--- config.mk ---
export PLATFORM = sky130hd
export DESIGN_NAME = oven_cmd_sequencer
export DESIGN_NICKNAME = d
export VERILOG_FILES = /design/src/rtl/oven_pkg.sv /design/src/rtl/sync_2ff.sv /design/src/rtl/oven_cmd_sequencer.sv
export SDC_FILE = /design/constraint.sdc
export NUM_CORES = 1
export LEC_CHECK = 0
export CAP_MARGIN = 0
export CORE_MARGIN = 2
export CORE_UTILIZATION = 45
export CTS_BUF_LIST = sky130_fd_sc_hd__clkbuf_2
export CTS_CLUSTER_SIZE = 40
export DETAILED_ROUTE_END_ITERATION = 12
export GPL_TIMING_DRIVEN = 0
export PLACE_DENSITY = 0.75
export SLEW_MARGIN = 20
export SYNTH_ARGS = -nofsm -noshare
export SYNTH_HDL_FRONTEND = slang
export SYNTH_SLANG_ARGS = --single-unit
--- constraint.sdc ---
create_clock -name clk -period 4.44 [get_ports clk]
set_clock_uncertainty 0.2 [all_clocks]
set_input_delay 0.888 -clock clk [delete_from_list [all_inputs] [get_ports clk]]
set_output_delay 0.888 -clock clk [all_outputs]
set_load 0.005 [all_outputs]
--- src/rtl/oven_pkg.sv ---
// rtl/oven_pkg.sv - shared state encoding, command indices and button arbitration
package oven_pkg;

  typedef enum logic [2:0] {
    IDLE   = 3'd0,
    SET    = 3'd1,
    QSTART = 3'd2,
    ACK    = 3'd3,
    COOK   = 3'd4,
    PAUSE  = 3'd5,
    DONE   = 3'd6
  } oven_state_t;

  localparam int MAX_TIME = 3600;

  localparam int NUM_CMDS      = 7;
  localparam int CMD_ADD_10SEC = 0;
  localparam int CMD_ADD_1MIN  = 1;
  localparam int CMD_SET_30SEC = 2;
  localparam int CMD_START     = 3;
  localparam int CMD_PAUSE     = 4;
  localparam int CMD_RESUME    = 5;
  localparam int CMD_CLEAR     = 6;

  typedef enum logic [2:0] {
    BTN_NONE  = 3'd0,
    BTN_10SEC = 3'd1,
    BTN_1MIN  = 3'd2,
    BTN_START = 3'd3,
    BTN_STOP  = 3'd4
  } btn_t;

  // start_ok is btn_start already masked by an open door, so a blocked start
  // lets a lower-priority button through.
  function automatic btn_t pick_button(input logic stop, input logic start_ok,
                                       input logic one_min, input logic ten_sec);
    btn_t b;
    b = BTN_NONE;
    if (stop)          b = BTN_STOP;
    else if (start_ok) b = BTN_START;
    else if (one_min)  b = BTN_1MIN;
    else if (ten_sec)  b = BTN_10SEC;
    return b;
  endfunction

  function automatic logic [NUM_CMDS-1:0] add_pulse(input btn_t b);
    logic [NUM_CMDS-1:0] c;
    c = '0;
    if (b == BTN_1MIN)  c[CMD_ADD_1MIN]  = 1'b1;
    if (b == BTN_10SEC) c[CMD_ADD_10SEC] = 1'b1;
    return c;
  endfunction

endpackage

--- src/rtl/sync_2ff.sv ---
// rtl/sync_2ff.sv - two-flop synchronizer for a single asynchronous level
module sync_2ff (
  input  logic clk,
  input  logic reset_n,
  input  logic d,
  output logic q
);

  logic meta;

  always_ff @(posedge clk or negedge reset_n) begin
    if (!reset_n) begin
      meta <= 1'b0;
      q    <= 1'b0;
    end else begin
      meta <= d;
      q    <= meta;
    end
  end

endmodule

--- src/rtl/oven_cmd_sequencer.sv ---
// rtl/oven_cmd_sequencer.sv - front-panel FSM turning buttons and door into timer commands
module oven_cmd_sequencer
  import oven_pkg::*;
#(
  parameter int BEEP_CYCLES = 100_000_000,
  parameter int ACK_TIMEOUT = 8
) (
  input  logic        clk,
  input  logic        reset_n,
  input  logic        btn_10sec,
  input  logic        btn_1min,
  input  logic        btn_start,
  input  logic        btn_stop,
  input  logic        door_open,
  input  logic [11:0] set_time_sec,
  input  logic        timer_running,
  input  logic        timer_paused,
  input  logic        timer_completed,
  output logic        add_10sec,
  output logic        add_1min,
  output logic        set_30sec,
  output logic        start_timer,
  output logic        pause_timer,
  output logic        resume_timer,
  output logic        clear_timer,
  output logic        magnetron_on,
  output logic        lamp_on,
  output logic        buzzer_on,
  output logic [2:0]  oven_state
);

  localparam int BW = (BEEP_CYCLES > 1) ? $clog2(BEEP_CYCLES) : 1;
  localparam int AW = (ACK_TIMEOUT > 1) ? $clog2(ACK_TIMEOUT) : 1;
  localparam logic [BW-1:0] BEEP_LAST = BW'(BEEP_CYCLES - 1);
  localparam logic [AW-1:0] ACK_LAST  = AW'(ACK_TIMEOUT - 1);

  oven_state_t         state, state_d;
  logic [NUM_CMDS-1:0] cmd_q, cmd_d;
  logic [AW-1:0]       ack_cnt, ack_d;
  logic [BW-1:0]       beep_cnt, beep_d;
  logic                door_s;
  logic                any_btn;
  btn_t                btn;

  // The timer's paused flag carries nothing the sequencer's own state lacks.
  logic unused_status;
  assign unused_status = timer_paused;

  sync_2ff u_door_sync (
    .clk     (clk),
    .reset_n (reset_n),
    .d       (door_open),
    .q       (door_s)
  );

  assign btn     = pick_button(btn_stop, btn_start & ~door_s, btn_1min, btn_10sec);
  assign any_btn = btn_10sec | btn_1min | btn_start | btn_stop;

  always_ff @(posedge clk or negedge reset_n) begin
    if (!reset_n) begin
      state    <= IDLE;
      cmd_q    <= '0;
      ack_cnt  <= '0;
      beep_cnt <= '0;
    end else begin
      state    <= state_d;
      cmd_q    <= cmd_d;
      ack_cnt  <= ack_d;
      beep_cnt <= beep_d;
    end
  end

  // Counters default to zero so every entry into ACK/DONE starts a fresh count.
  always_comb begin
    state_d = state;
    cmd_d   = '0;
    ack_d   = '0;
    beep_d  = '0;
    case (state)
      IDLE: begin
        if (btn == BTN_START) begin
          cmd_d[CMD_SET_30SEC] = 1'b1;
          state_d              = QSTART;
        end else if (add_pulse(btn) != '0) begin
          cmd_d   = add_pulse(btn);
          state_d = SET;
        end
      end
      SET: begin
        if (btn == BTN_STOP) begin
          cmd_d[CMD_CLEAR] = 1'b1;
          state_d          = IDLE;
        end else if (btn == BTN_START) begin
          if (set_time_sec != '0) begin
            cmd_d[CMD_START] = 1'b1;
            state_d          = ACK;
          end
        end else begin
          cmd_d = add_pulse(btn);
        end
      end
      QSTART: begin
        cmd_d[CMD_START] = 1'b1;
        state_d          = ACK;
      end
      ACK: begin
        if (door_s) begin
          cmd_d[CMD_CLEAR] = 1'b1;
          state_d          = IDLE;
        end else if (timer_running) begin
          state_d = COOK;
        end else if (ack_cnt == ACK_LAST) begin
          cmd_d[CMD_CLEAR] = 1'b1;
          state_d          = IDLE;
        end else begin
          ack_d = ack_cnt + 1'b1;
        end
      end
      COOK: begin
        if (door_s || btn == BTN_STOP) begin
          cmd_d[CMD_PAUSE] = 1'b1;
          state_d          = PAUSE;
        end else if (timer_completed) begin
          state_d = DONE;
        end
      end
      PAUSE: begin
        if (btn == BTN_STOP) begin
          cmd_d[CMD_CLEAR] = 1'b1;
          state_d          = IDLE;
        end else if (btn == BTN_START) begin
          cmd_d[CMD_RESUME] = 1'b1;
          state_d           = COOK;
        end else begin
          cmd_d = add_pulse(btn);
        end
      end
      DONE: begin
        if (door_s || any_btn || beep_cnt == BEEP_LAST) begin
          cmd_d[CMD_CLEAR] = 1'b1;
          state_d          = IDLE;
        end else begin
          beep_d = beep_cnt + 1'b1;
        end
      end
      default: state_d = IDLE;
    endcase
  end

  assign add_10sec    = cmd_q[CMD_ADD_10SEC];
  assign add_1min     = cmd_q[CMD_ADD_1MIN];
  assign set_30sec    = cmd_q[CMD_SET_30SEC];
  assign start_timer  = cmd_q[CMD_START];
  assign pause_timer  = cmd_q[CMD_PAUSE];
  assign resume_timer = cmd_q[CMD_RESUME];
  assign clear_timer  = cmd_q[CMD_CLEAR];

  assign magnetron_on = (state == COOK);
  assign lamp_on      = (state == COOK) | door_s;
  assign buzzer_on    = (state == DONE);
  assign oven_state   = state;

endmodule

==> flow_summary.yaml <==
status:
  outcome: "complete, no violations"
routing:
  drc: 0
  drt_first_pass_iters: 4
  vias_per_cell: 5.40
  ant_nets: 0
  wl_per_cell_um: 13.9
  wl_um: 4330
  drt_iter0_drc: 79
  vias: 1680
critical_path:
  critPathLaunch: "oven_state[0]"
  endpoint: "lamp_on"
  crit_chain: "clkbuf_1, inv_1, nand2_1, nor2_1, or2_2, clkdlybuf4s50_1"
  cp_slowest_cell: "dfrtp_1"
  cp-end-kind: "output port"
  arrival_ns: 2.24
  reg2reg_from: "beep_cnt[0]"
  cp.required_ns: 3.35
  slowest_delay_ns: 0.47
  start_kind: "flop"
  critPathKind: "reg2out"
  rr_worst_depth: 6
  r2r_setup_slack_ns: 2.15
  worstReg2RegEnd: "beep_cnt[26]"
  worstPathMaxFanout: 10
cells_and_area:
  syn_to_final_growth_pct: 20.8
  design_area_um2: 2590
  fillers: 396
  nNetsFinal: 281
  drive_above_1_share: 0.0856
  n_antenna_cell: 0
sta:
  hold_viol: 0
  post-route-min-period_ns: 3.33
  fin_ws_ns: 1.11
  fmax_mhz: 300
  max_slew_margin: 0.687
  final.period_utilization: 0.750
  worst_pin_slew_ns: 0.467
  tns_ns: 0
  slew_viol_final: 0
  setup_viol: 0
  grt_setup_unrepaired: "no"
place:
  gp_congestion: 0.895
  port_buffers: 32
  place_ws_ns: 1.60
  placed_cell_area_um2: 2550
  dp_hpwl_um: 3200
logic_synthesis:
  yosys.cell_types.count: 43
  async_reset_ff_frac: 1.00
  synth.cell_area_um2: 2150
  synth_common_cells: "dfrtp_1, nor2_1, xor2_1, nand2_1, nand3_1"
  yosys.area.top_type_share: 0.489
  ys_seq_elements: 42
  synth.most_common_cell: "dfrtp_1"
  yosysTopAreaCell: "dfrtp_1"
  synthTopCellsByArea: "dfrtp_1, xor2_1, nor2_1, nand3_1, nor4_1"
  syn_avg_cell_area_um2: 9.95
  ys.flop_type: "dfrtp_1"
  synth_edf_count: 0
  synth_fp_nets: 241
  syn_inst: 216
  yosysSeqAreaShare: 0.489
  yosys_warnings: 0
global_route:
  grt_pass1_wl_um: 7340
  antenna_found_initial: 0
  grt.total_usage: 0.177
  gr-total-overflow: 0
  grt_max_degree: 27
  grt_pass1_vias: 1677
floorplanning:
  core_um2: 4660
  die-area_um2: 5340
  fp.dieW_um: 73.1
  die-height_um: 73.1
  pin_count: 35
  rows: 25
  initial_utilization: 0.461
cts:
  numCtsBuffers: 5
  postCtsResizedCells: 0
  cts_buffer_depth: 2
  cts_tree: "yes"
  post-cts-setup-buffers: 0
  clockRootBuffer: "clkbuf_2"
  cts.htree.levels: 2
  clk_pin_slew_ns: 0.23
  clock_sinks: 42
  hold_buffers: 0
  clk_latency_ns: 0.41
power:
  combPwrFrac: 0.251
  power.switching_mw: 0.246
  p_per_area_nw_per_um2: 307
  p_clk_frac: 0.212
  intPower_mw: 0.552
  sequentialPowerShare: 0.537
  peakVddDrop_mv: 0.176
  total_power_mw: 0.798
  sw_frac_of_total: 0.308
  leakage_nw: 1.09
flow_run:
  maxCapViolCount: 0
hold_path:
  hp-class: "in2async"
-- stage by stage --
step	utilization	hold WS (ns)	std cells
after global placement	0.544	0.135	302
after floorplan	-	0.131	216
final	0.557	0.149	311
after CTS	0.557	0.146	311
after detailed placement	0.547	0.146	303
after global routing	0.557	0.144	311
-- cell families after synthesis --
group,share of synthesized area
compound gates,0.0466
simple gates,0.315
buf+inv,0.0297
mux,0.00466
flops,0.489
fa+ha+maj,0.0175
xor+xnor,0.0978
-- sequential cells by signal (all words and copies together) (netlist names) --
signal / count
u_door_sync.q: 1
beep_cnt: 27
ack_cnt: 3
cmd_q: 7
u_door_sync.meta: 1
oven_state: 3
-- layer usage --
metal  up-vias  track usage  routed length [um]
li1        831            -                   -
met4         0       0.0494                  38
met2        40        0.292                2130
met1       805        0.225                1990
met5         -            0                   0
met3         4       0.0511                 172
-- power groups by stage --
stage | Sequential (mW) | Clock (mW) | Combinational (mW)
floorplan | 0.431 | 0 | 0.101
global placement | 0.433 | 0 | 0.195
detailed placement | 0.434 | 0 | 0.199
CTS | 0.427 | 0.176 | 0.201
global route | 0.431 | 0.191 | 0.218
finish | 0.428 | 0.169 | 0.200
-- worst min path at each step --
stage	depth (start not counted)	end
after global placement	0	u_door_sync.q
after floorplan	0	u_door_sync.q
after CTS	1	beep_cnt[15]
after detailed placement	0	u_door_sync.q
final	1	beep_cnt[15]
after global routing	1	beep_cnt[15]
-- area by class of cell --
type / count / area [um2] / area share
well taps: 54 / 67.6 / 0.0260
multi-input cells: 160 / 1030 / 0.398
clock inverters: 2 / 13.8 / 0.00530
plain buffers: 8 / 41.3 / 0.0159
clock buffers: 6 / 30.0 / 0.0116
repair buffers: 33 / 335 / 0.129
inverters: 6 / 22.5 / 0.00868
flip-flops and latches: 42 / 1050 / 0.405
-- layout by cell type (no fill, tap or decap), types with 7 or more instances in the layout --
master           synthesis  routed
nor2_1                  36      36
o21ai_0                  7       7
nand4_1                  7       7
nand3_1                 12      12
nand2_1                 13      13
xor2_1                  18      18
dfrtp_1                 42      42
clkdlybuf4s50_1          0      31
nor4_1                   9       9
-- critical path: cells and delay by family (launching register included) --
family / cells / cell delay (ns)
simple gates: 3 / 0.46
flops: 1 / 0.47
buf+inv: 3 / 0.91
No activity file was read; power rests on OpenSTA's default activity.
